### src/rtl/aggregate_readings.sv
`default_nettype none
// ============================================================================
//  Module   : aggregate_readings
//  Purpose  : Reads a sample count and that many 16-bit readings from the
//             shared register memory. Computes their sum and unsigned maximum,
//             writes both back into the register bank, then raises a sticky
//             done flag. When forAggregation is low at start, the block does
//             no memory traffic and only reports completion.
//  Ports    : clock          - single clock, rising edge
//             rst            - synchronous active-high reset
//             start          - begin operation (sampled only in IDLE)
//             forAggregation - upstream qualifier, sampled with start
//             data_in[15:0]  - memory read data, valid one cycle after address
//             address[15:0]  - registered memory address
//             data_out[15:0] - registered write data
//             wr_en          - write strobe, one cycle per write
//             sum_out[15:0]  - final sum (registered)
//             max_out[15:0]  - final maximum (registered)
//             done           - sticky completion flag
//  Config   : AGG_SATURATE_EN defined  -> sum clamps at 16'hFFFF
//             AGG_SATURATE_EN undefined -> sum wraps modulo 2^16
//  Revision : 1.0 - initial release
// ============================================================================
module aggregate_readings #(
  parameter logic [15:0] CNT_ADDR  = 16'h0001,
  parameter logic [15:0] DATA_BASE = 16'h0002,
  parameter logic [15:0] SUM_ADDR  = 16'h0010,
  parameter logic [15:0] MAX_ADDR  = 16'h0011,
  parameter int          MAX_COUNT = 64
) (
  input  logic        clock,
  input  logic        rst,
  input  logic        start,
  input  logic        forAggregation,
  input  logic [15:0] data_in,
  output logic [15:0] address,
  output logic [15:0] data_out,
  output logic        wr_en,
  output logic [15:0] sum_out,
  output logic [15:0] max_out,
  output logic        done
);

  localparam logic [15:0] MAX_CNT16 = 16'(MAX_COUNT);

  localparam logic [2:0] IDLE    = 3'd0;
  localparam logic [2:0] REQ_CNT = 3'd1;
  localparam logic [2:0] LD_CNT  = 3'd2;
  localparam logic [2:0] REQ     = 3'd3;
  localparam logic [2:0] ACC     = 3'd4;
  localparam logic [2:0] WR_SUM  = 3'd5;
  localparam logic [2:0] WR_MAX  = 3'd6;
  localparam logic [2:0] DONE    = 3'd7;

  logic [2:0]  state, state_nxt;
  logic [15:0] count, count_nxt;
  logic [15:0] index, index_nxt;
  logic [15:0] sum, sum_nxt;
  logic [15:0] max, max_nxt;
  logic [15:0] address_nxt, data_out_nxt, sum_out_nxt, max_out_nxt;
  logic        wr_en_nxt, done_nxt;

  logic [15:0] count_clamped;
  logic [15:0] index_inc;
  logic [16:0] sum_wide;
  logic [15:0] sum_acc;

  assign count_clamped = (data_in > MAX_CNT16) ? MAX_CNT16 : data_in;
  assign index_inc     = index + 16'd1;
  assign sum_wide      = {1'b0, sum} + {1'b0, data_in};

`ifdef AGG_SATURATE_EN
  // A carry out means the true sum exceeded 16 bits; pin it at all-ones.
  // Readings are unsigned, so once pinned it can never come back down.
  assign sum_acc = sum_wide[16] ? 16'hFFFF : sum_wide[15:0];
`else
  assign sum_acc = sum_wide[15:0];
`endif

  // State register and all registered datapath/outputs
  always_ff @(posedge clock) begin
    if (rst) begin
      state    <= IDLE;
      count    <= 16'd0;
      index    <= 16'd0;
      sum      <= 16'd0;
      max      <= 16'd0;
      address  <= 16'd0;
      data_out <= 16'd0;
      wr_en    <= 1'b0;
      sum_out  <= 16'd0;
      max_out  <= 16'd0;
      done     <= 1'b0;
    end else begin
      state    <= state_nxt;
      count    <= count_nxt;
      index    <= index_nxt;
      sum      <= sum_nxt;
      max      <= max_nxt;
      address  <= address_nxt;
      data_out <= data_out_nxt;
      wr_en    <= wr_en_nxt;
      sum_out  <= sum_out_nxt;
      max_out  <= max_out_nxt;
      done     <= done_nxt;
    end
  end

  // Next-state logic
  always_comb begin
    state_nxt = state;
    case (state)
      IDLE:    if (start) state_nxt = forAggregation ? REQ_CNT : DONE;
      REQ_CNT: state_nxt = LD_CNT;
      LD_CNT:  state_nxt = (count_clamped == 16'd0) ? WR_SUM : REQ;
      REQ:     state_nxt = ACC;
      ACC:     state_nxt = (index_inc < count) ? REQ : WR_SUM;
      WR_SUM:  state_nxt = WR_MAX;
      WR_MAX:  state_nxt = DONE;
      DONE:    state_nxt = DONE;
      default: state_nxt = IDLE;
    endcase
  end

  // Output/datapath logic. Outputs are registered, so the values loaded on
  // entry to a state are chosen from state_nxt; the write data therefore
  // already includes the reading accumulated on the final ACC edge.
  always_comb begin
    count_nxt    = count;
    index_nxt    = index;
    sum_nxt      = sum;
    max_nxt      = max;
    address_nxt  = address;
    data_out_nxt = data_out;
    wr_en_nxt    = 1'b0;
    sum_out_nxt  = sum_out;
    max_out_nxt  = max_out;
    done_nxt     = done;

    case (state)
      IDLE: begin
        if (start) begin
          sum_nxt = 16'd0;
          max_nxt = 16'd0;
          if (forAggregation) address_nxt = CNT_ADDR;
        end
      end
      LD_CNT: begin
        count_nxt = count_clamped;
        if (count_clamped != 16'd0) begin
          index_nxt   = 16'd0;
          address_nxt = DATA_BASE;
        end
      end
      ACC: begin
        sum_nxt   = sum_acc;
        max_nxt   = (data_in > max) ? data_in : max;
        index_nxt = index_inc;
        if (index_inc < count) address_nxt = DATA_BASE + index_inc;
      end
      default: ;
    endcase

    case (state_nxt)
      WR_SUM: begin
        address_nxt  = SUM_ADDR;
        data_out_nxt = sum_nxt;
        wr_en_nxt    = 1'b1;
      end
      WR_MAX: begin
        address_nxt  = MAX_ADDR;
        data_out_nxt = max_nxt;
        wr_en_nxt    = 1'b1;
      end
      DONE: begin
        done_nxt    = 1'b1;
        sum_out_nxt = sum_nxt;
        max_out_nxt = max_nxt;
      end
      default: ;
    endcase
  end

endmodule
`default_nettype wire
### config.mk
export PLATFORM = sky130hd
export DESIGN_NAME = aggregate_readings
export DESIGN_NICKNAME = d
export VERILOG_FILES = /design/src/rtl/aggregate_readings.sv
export SDC_FILE = /design/constraint.sdc
export NUM_CORES = 1
export LEC_CHECK = 0
export CAP_MARGIN = 10
export CORE_MARGIN = 4
export CORE_UTILIZATION = 40
export CTS_BUF_LIST = sky130_fd_sc_hd__clkbuf_4 sky130_fd_sc_hd__clkbuf_8
export DETAILED_ROUTE_END_ITERATION = 7
export SYNTH_ARGS = -nofsm -noshare
export SYNTH_HDL_FRONTEND = slang
export SYNTH_SLANG_ARGS = --single-unit
### constraint.sdc
create_clock -name clock -period 5.15 [get_ports clock]
set_input_delay 1.03 -clock clock [delete_from_list [all_inputs] [get_ports clock]]
set_output_delay 1.03 -clock clock [all_outputs]
set_load 0.01 [all_outputs]
==> results.yml <==
routing:
  vias: 6144
  drtIter0Drc: 389
  drt_first_pass_iters: 6
  drtAntennaViolNets: 0
  wirelength_mm: 19.6
  wl_per_cell_um: 17.6
  drc: 0
  viasPerCell: 5.50
logic_synthesis:
  synth_ff_type: "dfxtp_1"
  syn-num-nets: 884
  yosysTopAreaCellShare_pct: 37.8
  syn_avg_cell_area_um2: 8.64
  synth.distinct_cells: 76
  synthTopCellsByCount: "dfxtp_1 (133), nor2_1 (122), ha_1 (48)"
  syn_inst: 815
  synth.most_common_cell: "dfxtp_1"
  yosys.area.top_type: "dfxtp_1"
  ys_ff_latch: 133
  synth_area_um2: 7040
  seq_area_frac_synth_pct: 37.8
  synth_edf_count: 0
  synthTopCellsByArea: "dfxtp_1 (38%), ha_1 (8.5%), nor2_1 (6.5%)"
  async_flop_share_pct: 0
  yosysWarnings: 0
power:
  ir_worst_vdd_v: 0.000235
  finalPower_mw: 3.20
  powerDensity_nw_per_um2: 380
  p_leak_nw: 3.14
critical_path:
  critPathKind: "register to register"
  cp-start-kind: "register"
  arrival_ns: 4.92
  crit_fanout: 14
  worstPathRequired_ns: 5.54
  worstSetupEndpointType: "register"
die:
  coreArea_um2: 17300
  rows: 48
  fp.dieW_um: 141
  initial_utilization_pct: 40.7
  io_pins: 86
  fp.dieArea_um2: 19800
  die_h_um: 141
timing:
  worst_slack_ns: 0.622
  finalCritPeriodShare_pct: 87.9
  worst_slew_pin_slew_ns: 1.13
  period_minus_slack_ns: 4.53
  final-setup-viol-count: 0
  fin_tns_setup_ns: 0
  max_freq_ghz: 0.221
  hold_slack_ns: 0.453
  drv_slew: 0
  hold_viol: 0
  skew_ns: 0.0120
  grt_setup_unrepaired: "false"
  relSlewSlack_pct: 24.5
placement:
  port_buffers: 85
  place_area_um2: 8030
  dp_slack_ns: 0.682
  dpl.hpwl_mm: 14.0
  place.gp.congestion: 0.830
  place_inst: 1086
flow_run:
  max_cap_viol_count: 0
cells_and_area:
  diodes: 0
  nNetsFinal: 949
  final_cell_area_um2: 8410
  instances_no_fill: 1117
  num-fill-cells: 1729
  synthToLayoutAreaGrowth_pct: 19.5
  drive_gt1_share_pct: 8.07
  post-route-util_pct: 48.6
clock_tree:
  numCtsBuffers: 17
  clk_pin_slew_ns: 0.07
  clk_latency_ns: 0.46
  ctsHoldBuffers: 0
  htree_levels: 4
  cts_buffer_depth: 2
  post_cts_buffers: 0
  cts_num_sinks: 133
  cts-root-buf: "clkbuf_8"
  cts_tree: "yes"
  cts_resized: 0
grt:
  antenna_found_initial: 0
  grt_pass1_vias: 6096
  track_usage_pct: 20.4
  grt_pass1_wl_mm: 32.1
  grt_max_degree: 56
  grt_overflow_total: 0
outcome:
  outcome: "finished clean"
hold_path:
  hold_path.class: "register to register"
cell families (layout without fill, tap and decap cells):
| logic type | Yosys count | in the layout | share of synthesized area, % |
|---|---|---|---|
| AOI/OAI and AO/OA | 240 | 240 | 24.5 |
| xor gates and xnor gates | 31 | 31 | 4.18 |
| DFF | 133 | 133 | 37.8 |
| buffers and inverters | 89 | 166 | 5.24 |
| adders and majority gates | 49 | 49 | 8.82 |
| muxes | 5 | 5 | 0.729 |
| and+or+nand+nor | 268 | 268 | 18.7 |
worst paths after layout:
| kind | startpoint | to | slack, ns | cells after the start |
|---|---|---|---|---|
| max | index[0] | address[14] | 0.62 | 14 |
| min | count[2] | count[2] | 0.45 | 2 |
| max reg2reg | index[0] | address[14] | 0.62 | 14 |
| min reg2reg | count[2] | count[2] | 0.45 | 2 |
critical path: stages, from the launching register on:
cell,delay [ns]
dfxtp_1,0.53
ha_1,0.37
nand2_1,0.22
nor3_2,0.32
nand3_1,0.13
xor2_1,0.36
inv_1,0.09
ha_1,0.30
and3_1,0.20
a221o_1,0.29
a31o_1,0.20
and3_1,0.32
or3_1,0.71
nor3_1,0.26
a32o_1,0.14
routing by layer:
metal | vias up | GRT usage [%] | wire [µm]
met2 | 129 | 33.3 | 9300
li1 | 3094 | - | -
met5 | - | 0 | 0
met4 | 0 | 7.70 | 457
met3 | 36 | 4.21 | 887
met1 | 2885 | 26.6 | 8990
final cells by class:
| cell class | instances | area (µm²) | share of cell area (%) |
|---|---|---|---|
| multi-input combinational | 593 | 4010 | 47.7 |
| clock buffer | 22 | 278 | 3.30 |
| clock inverter | 9 | 105 | 1.25 |
| timing repair buffer | 95 | 923 | 11.0 |
| tap | 225 | 282 | 3.35 |
| inverter | 40 | 150 | 1.79 |
| sequential | 133 | 2660 | 31.7 |
layout by cell type (no fill, tap or decap), types with 6 or more instances in the layout:
cell and count:
and2_1 11, a21o_1 8, nand4_1 6, xnor2_1 19, a21oi_1 36, nand3_1 14, clkbuf_8 18, o21ai_0 34
o21a_1 6, nand2b_1 10, nor2b_1 6, nor2_1 122, ha_1 48, and3_1 6, clkdlybuf4s50_1 84, xor2_1 9
o22ai_1 9, a22o_1 9, nand2_1 42, a211oi_1 38, a22oi_1 37, dfxtp_1 133, buf_4 11, a211o_1 7
inv_1 40, nor3_1 18
where the power goes:
group | switching, mW | internal (mW) | total, mW | leakage [nW]
Combinational | 0.621 | 0.447 | 1.07 | 1.87
Sequential | 0.100 | 1.16 | 1.26 | 1.08
Clock | 0.407 | 0.458 | 0.865 | 0.188
Total | 1.13 | 2.07 | 3.20 | 3.14
flip-flops by register name, indices dropped and copies added (netlist names):
signal and flops:
address 16, count 16, data_out 16, index 16
max 16, max_out 16, sum 16, sum_out 16
state 3, done 1, wr_en 1
No activity file was read; power rests on OpenSTA's default activity.
